[src/rtl/koniec_pkg.sv]
// rtl/koniec_pkg.sv - shared types and constants for the end-of-game text controller
package koniec_pkg;

  typedef enum logic [2:0] {CLEAR, IDLE, WAIT, WRITE, DONE} state_t;

  localparam int MSG_LEN_DEF   = 32;
  localparam int FRAME_DIV_DEF = 4;
  localparam logic [6:0] BLANK_CODE = 7'h20;

  // "GAME OVER - KONIEC GRY - BYE :)!" as 7-bit ASCII, repeated for longer messages
  localparam logic [6:0] MSG_TEXT [32] = '{
    7'h47, 7'h41, 7'h4D, 7'h45, 7'h20, 7'h4F, 7'h56, 7'h45,
    7'h52, 7'h20, 7'h2D, 7'h20, 7'h4B, 7'h4F, 7'h4E, 7'h49,
    7'h45, 7'h43, 7'h20, 7'h47, 7'h52, 7'h59, 7'h20, 7'h2D,
    7'h20, 7'h42, 7'h59, 7'h45, 7'h20, 7'h3A, 7'h29, 7'h21
  };

endpackage

[src/rtl/koniec_msg_rom.sv]
// rtl/koniec_msg_rom.sv - combinational message text lookup, blank beyond the message length
module koniec_msg_rom
  import koniec_pkg::*;
#(
  parameter int MSG_LEN = MSG_LEN_DEF
) (
  input  logic [7:0] addr,
  output logic [6:0] code
);

  always_comb begin
    code = BLANK_CODE;
    if ({1'b0, addr} < 9'(MSG_LEN)) code = MSG_TEXT[addr[4:0]];
  end

endmodule

[src/rtl/koniec_text_ctrl.sv]
// rtl/koniec_text_ctrl.sv - frame-paced message writer into a 256-cell character buffer
module koniec_text_ctrl
  import koniec_pkg::*;
#(
  parameter int MSG_LEN   = MSG_LEN_DEF,
  parameter int FRAME_DIV = FRAME_DIV_DEF
) (
  input  logic       clk,
  input  logic       rst,
  input  logic       start,
  input  logic       abort,
  input  logic       vblnk,
  input  logic [7:0] rd_addr,
  output logic [6:0] rd_code,
  output logic       busy,
  output logic       done
);

  state_t     state;
  logic [7:0] clr_ptr;
  logic [8:0] idx;
  logic [7:0] fcnt;
  logic       vblnk_d;
  logic       clr_to_wait;
  logic       tick;
  logic       we;
  logic [7:0] wr_addr;
  logic [6:0] wr_data;
  logic [6:0] msg_code;
  logic [6:0] mem [256];

  assign tick = vblnk & ~vblnk_d;

  koniec_msg_rom #(.MSG_LEN(MSG_LEN)) u_msg_rom (
    .addr (idx[7:0]),
    .code (msg_code)
  );

  // Abort and reset suppress the pending write so nothing lands after the stop.
  always_comb begin
    we      = 1'b0;
    wr_addr = clr_ptr;
    wr_data = BLANK_CODE;
    if (!rst && !abort) begin
      if (state == CLEAR) begin
        we = 1'b1;
      end else if (state == WRITE) begin
        we      = 1'b1;
        wr_addr = idx[7:0];
        wr_data = msg_code;
      end
    end
  end

  always_ff @(posedge clk) begin
    if (we) mem[wr_addr] <= wr_data;
  end

  always_ff @(posedge clk) begin
    if (rst) rd_code <= '0;
    else     rd_code <= mem[rd_addr];
  end

  always_ff @(posedge clk) begin
    if (rst) begin
      state       <= CLEAR;
      clr_ptr     <= '0;
      idx         <= '0;
      fcnt        <= '0;
      vblnk_d     <= 1'b0;
      clr_to_wait <= 1'b0;
      busy        <= 1'b1;
      done        <= 1'b0;
    end else begin
      vblnk_d <= vblnk;
      case (state)
        CLEAR: begin
          if (abort) begin
            state <= IDLE;
            busy  <= 1'b0;
          end else begin
            clr_ptr <= clr_ptr + 8'd1;
            if (clr_ptr == 8'hFF) begin
              state <= clr_to_wait ? WAIT : IDLE;
              busy  <= clr_to_wait;
            end
          end
        end
        IDLE: begin
          if (start && !abort) begin
            state       <= CLEAR;
            clr_ptr     <= '0;
            idx         <= '0;
            fcnt        <= '0;
            clr_to_wait <= 1'b1;
            busy        <= 1'b1;
          end
        end
        WAIT: begin
          if (abort) begin
            state <= IDLE;
            busy  <= 1'b0;
          end else if (tick) begin
            if (fcnt == 8'(FRAME_DIV - 1)) begin
              fcnt  <= '0;
              state <= WRITE;
            end else begin
              fcnt <= fcnt + 8'd1;
            end
          end
        end
        WRITE: begin
          if (abort) begin
            state <= IDLE;
            busy  <= 1'b0;
          end else begin
            idx <= idx + 9'd1;
            if (idx == 9'(MSG_LEN - 1)) begin
              state <= DONE;
              busy  <= 1'b0;
              done  <= 1'b1;
            end else begin
              state <= WAIT;
            end
          end
        end
        DONE: begin
          if (start) begin
            state       <= CLEAR;
            clr_ptr     <= '0;
            idx         <= '0;
            fcnt        <= '0;
            clr_to_wait <= 1'b1;
            busy        <= 1'b1;
            done        <= 1'b0;
          end
        end
        default: begin
          state <= IDLE;
          busy  <= 1'b0;
          done  <= 1'b0;
        end
      endcase
    end
  end

endmodule

[config.mk]
export PLATFORM = sky130hd
export DESIGN_NAME = koniec_text_ctrl
export DESIGN_NICKNAME = d
export VERILOG_FILES = /design/src/rtl/koniec_pkg.sv /design/src/rtl/koniec_msg_rom.sv /design/src/rtl/koniec_text_ctrl.sv
export SDC_FILE = /design/constraint.sdc
export NUM_CORES = 2
export LEC_CHECK = 0
export BUFFER_PORTS_ARGS = -buffer_cell sky130_fd_sc_hd__buf_2
export CAP_MARGIN = 25
export CORE_UTILIZATION = 40
export CTS_CLUSTER_DIAMETER = 40
export CTS_CLUSTER_SIZE = 12
export DETAILED_ROUTE_END_ITERATION = 10
export HOLD_SLACK_MARGIN = 0.12
export SLEW_MARGIN = 10
export SYNTH_ARGS = -nofsm -noshare
export SYNTH_HDL_FRONTEND = slang
export SYNTH_HIERARCHICAL = 1
export SYNTH_SLANG_ARGS = --single-unit
[constraint.sdc]
create_clock -name clk -period 6.1 [get_ports clk]
set_clock_uncertainty 0.15 [all_clocks]
set_input_delay 0.915 -clock clk [delete_from_list [all_inputs] [get_ports clk]]
set_output_delay 0.915 -clock clk [all_outputs]
set_load 0.05 [all_outputs]
==> metrics.txt <==
GRT Total Usage=a little over a fifth; area delta synth->final=14.0%; Distinct cells, synth=99; max cap viols=0; Crit-path slowest cell=nand2_4; post-CTS sizing=0; CTS tree=yes; GR Overflow Total=0; fin util=45.9%; Critical Path Stages=8; IO Pins=22; port buffer count=21; post-synthesis net count=approximately 3.9k; clk buf depth=3; Total Wirelength=about 200,000 µm; most common cell after layout, fill and taps aside=edfxtp_1; Worst-path clk slew=60 ps; RR Startpoint=state[0]$_SDFFE_PP0P_; commonest cells after routing, fill and taps aside=1,792 x edfxtp_1, 332 x nor2_1, 285 x mux2i_1; Crit path top cell by count=o22ai_1; CP max stage delay=690 ps; drt initial violations=4,772; Clock power frac=48.6%; Worst Setup SP=rd_addr[2]; Hold Buf Count CTS=0; Slew HR=about a quarter; Cell Rows=between 150 and 200; Cell Count, Final, Fillers Out=6,623; Root Driver=clkbuf_16; Initial Util=about 40%; mapped cell area=0.0737 mm²; multi-input logic area=between 0.015 and 0.02 mm²; CP required=6710 ps; Worst EP arrival=approximately 5200 ps; core area=0.183 mm²; clock sink total=1,831; status=finished clean; Sequential Area=0.0546 mm²; Comb power frac=just over 3%; element type at the critical path end=flip-flop; vias in the first global route=38.1k; Total Power=~28 mW; Post-CTS Setup Inserts=0; H-tree depth=4; Final ANT Viol Nets=0; PD cells=around 340 mW/mm²; TritonCTS buffer count=about 220; area of the die=between 0.15 and 0.2 mm²; Yosys reg bits=around 1.8k; final setup TNS=0 ps; worst reg2reg setup slack=1770 ps; Worst VDD drop=about 0.3 mV; Post-Syn Instances=3,875; family with the most delay on the worst path=compound AO/OA/AOI/OAI gates; layout cells sized above 1=approximately a fifth; routed via count=just under 40k; crit path buf inv count=2; worst hold slack=around 180 ps; min cycle time layout=between 4000 and 5000 ps; final setup violation count=0; pin count of the biggest net entering global routing=between 150 and 200; unrepaired setup endpoints after global routing=false; Setup Crit Path Kind=input pin to flip-flop; first-pass GRT wire length=around 280,000 µm; part of the power in registers=slightly below 50%; DR vias/cell=between 5 and 6; syn_area_per_cell=between 15 and 20 µm²; YS warnings=6; Pint=~22 mW; Hold WC Path Type=input pin to flip-flop; Pre-antenna DRT Iters=6; sw frac=between 20% and 30%; GP Congestion=between 0.8 and 0.9; register area share after synthesis=74.0%; FILL cells=about 15k; clk_lat worst skew=around 840 ps; antenna violations before repair=10; asr flop ratio synth=0%; Max Fclk=218 MHz; DR WL/cell=between 30 and 40 µm; die height=about 430 µm; Crit Path Max Fanout=between 50 and 60; final worst path period share=between 70 and 80%; DP Cell Count=between 6k and 7k; die width=about 430 µm; Startpoint Class=input pin; DRC Markers=0; Post-synth top flop=edfxtp_1; DP HPWL=~120,000 µm; number of synthesized flops with an enable pin=1,792; switching pwr=a little over 6 mW; endpoints failing hold=0; Hold Crit Depth=2; Pins Over Slew Limit=0; Worst-Margin Slew=1100 ps; static leakage=around 29 nW; # nets final=between 3k and 4k; worst-path cell chain=buf_4 > nand2_4 > buf_4 > o22ai_1 > o22ai_1 > o31ai_1 > o2111ai_1 > o22ai_1; min-delay src=vblnk; R2R depth=6
per-stage QoR:
| stage | setup WS [ps] | area, µm² |
|---|---|---|
| 5_1_grt | 1580 | 84100 |
| 3_5_place_dp | 772 | 76300 |
| 4_1_cts | 1670 | 84100 |
| 2_1_floorplan | 179 | 73700 |
| 3_3_place_gp | 808 | 76200 |
| 6_report | 1520 | 84100 |
flip-flops by register name, indices dropped and copies added, names as in the netlist:
name,cells
clr_ptr,8
rd_code,7
done,1
fcnt,8
mem,1792
vblnk_d,1
busy,1
idx,9
state,3
clr_to_wait,1
kinds of logic after synthesis:
logic type	after synthesis	synth area share, %
DFF	1831	74.0
buffers and inverters	257	2.50
and+or+nand+nor	703	4.67
muxes	607	14.0
adders and majority gates	11	0.187
xor gates and xnor gates	23	0.273
AOI/OAI and AO/OA	443	4.39
power groups by stage:
stage	registers, mW	logic, mW	clock network, mW
floorplan	13.9	0.572	0
CTS	13.6	0.864	13.9
global placement	13.9	0.859	0
finish	13.6	0.867	13.7
global route	13.6	0.895	14.4
detailed placement	13.9	0.861	0
final timing paths:
path / end
worst max register to register: mem[133][2]$_DFFE_PP_
worst max-delay path: rd_code[4]$_SDFF_PP0_
worst min-delay path: vblnk_d$_SDFF_PP0_
worst min register to register: busy$_SDFFE_PP1P_
synthesized netlist by cell type (all sizes together), types with 11 or more instances:
| library cell | instances | area [µm²] |
|---|---|---|
| edfxtp | 1792 | 53800 |
| nor2 | 334 | 1260 |
| mux4 | 316 | 7370 |
| mux2i | 285 | 2850 |
| buf | 173 | 1490 |
| nand2 | 117 | 484 |
| o22ai | 81 | 513 |
| clkbuf | 71 | 308 |
| a21oi | 68 | 340 |
| o221ai | 66 | 609 |
| nand3 | 46 | 323 |
| o21ai | 46 | 256 |
| a211oi | 41 | 323 |
| a22oi | 39 | 293 |
| dfxtp | 39 | 781 |
| nor3 | 37 | 190 |
| nand4 | 23 | 144 |
| nand2b | 20 | 133 |
| and2 | 18 | 113 |
| nand3b | 16 | 120 |
| nor4 | 16 | 106 |
| o31ai | 16 | 175 |
| or3 | 15 | 105 |
| xor2 | 15 | 131 |
| a2111oi | 13 | 129 |
| a31oi | 13 | 81.3 |
| nor2b | 13 | 81.3 |
| inv | 12 | 45.0 |
| and3 | 11 | 68.8 |
| ha | 11 | 138 |
area by class of cell:
cell class / instances / share of cell area (%)
clock buffer: 252 / 6.83
antenna: 2 / 0.00595
tap: 2464 / 3.67
inverter: 13 / 0.0625
clock inverter: 156 / 2.45
multi-input combinational: 1787 / 20.7
timing repair buffer: 118 / 1.38
sequential: 1831 / 64.9
layer usage:
layer	GRT usage [%]	vias up	part of all wire (%)
met3	4.58	320	8.9
li1	-	16200	-
met2	33.7	1849	48
met1	29.7	20400	41
met4	6.13	2	2.7
met5	0	-	0.0065
(Power assumes the default switching activity.)
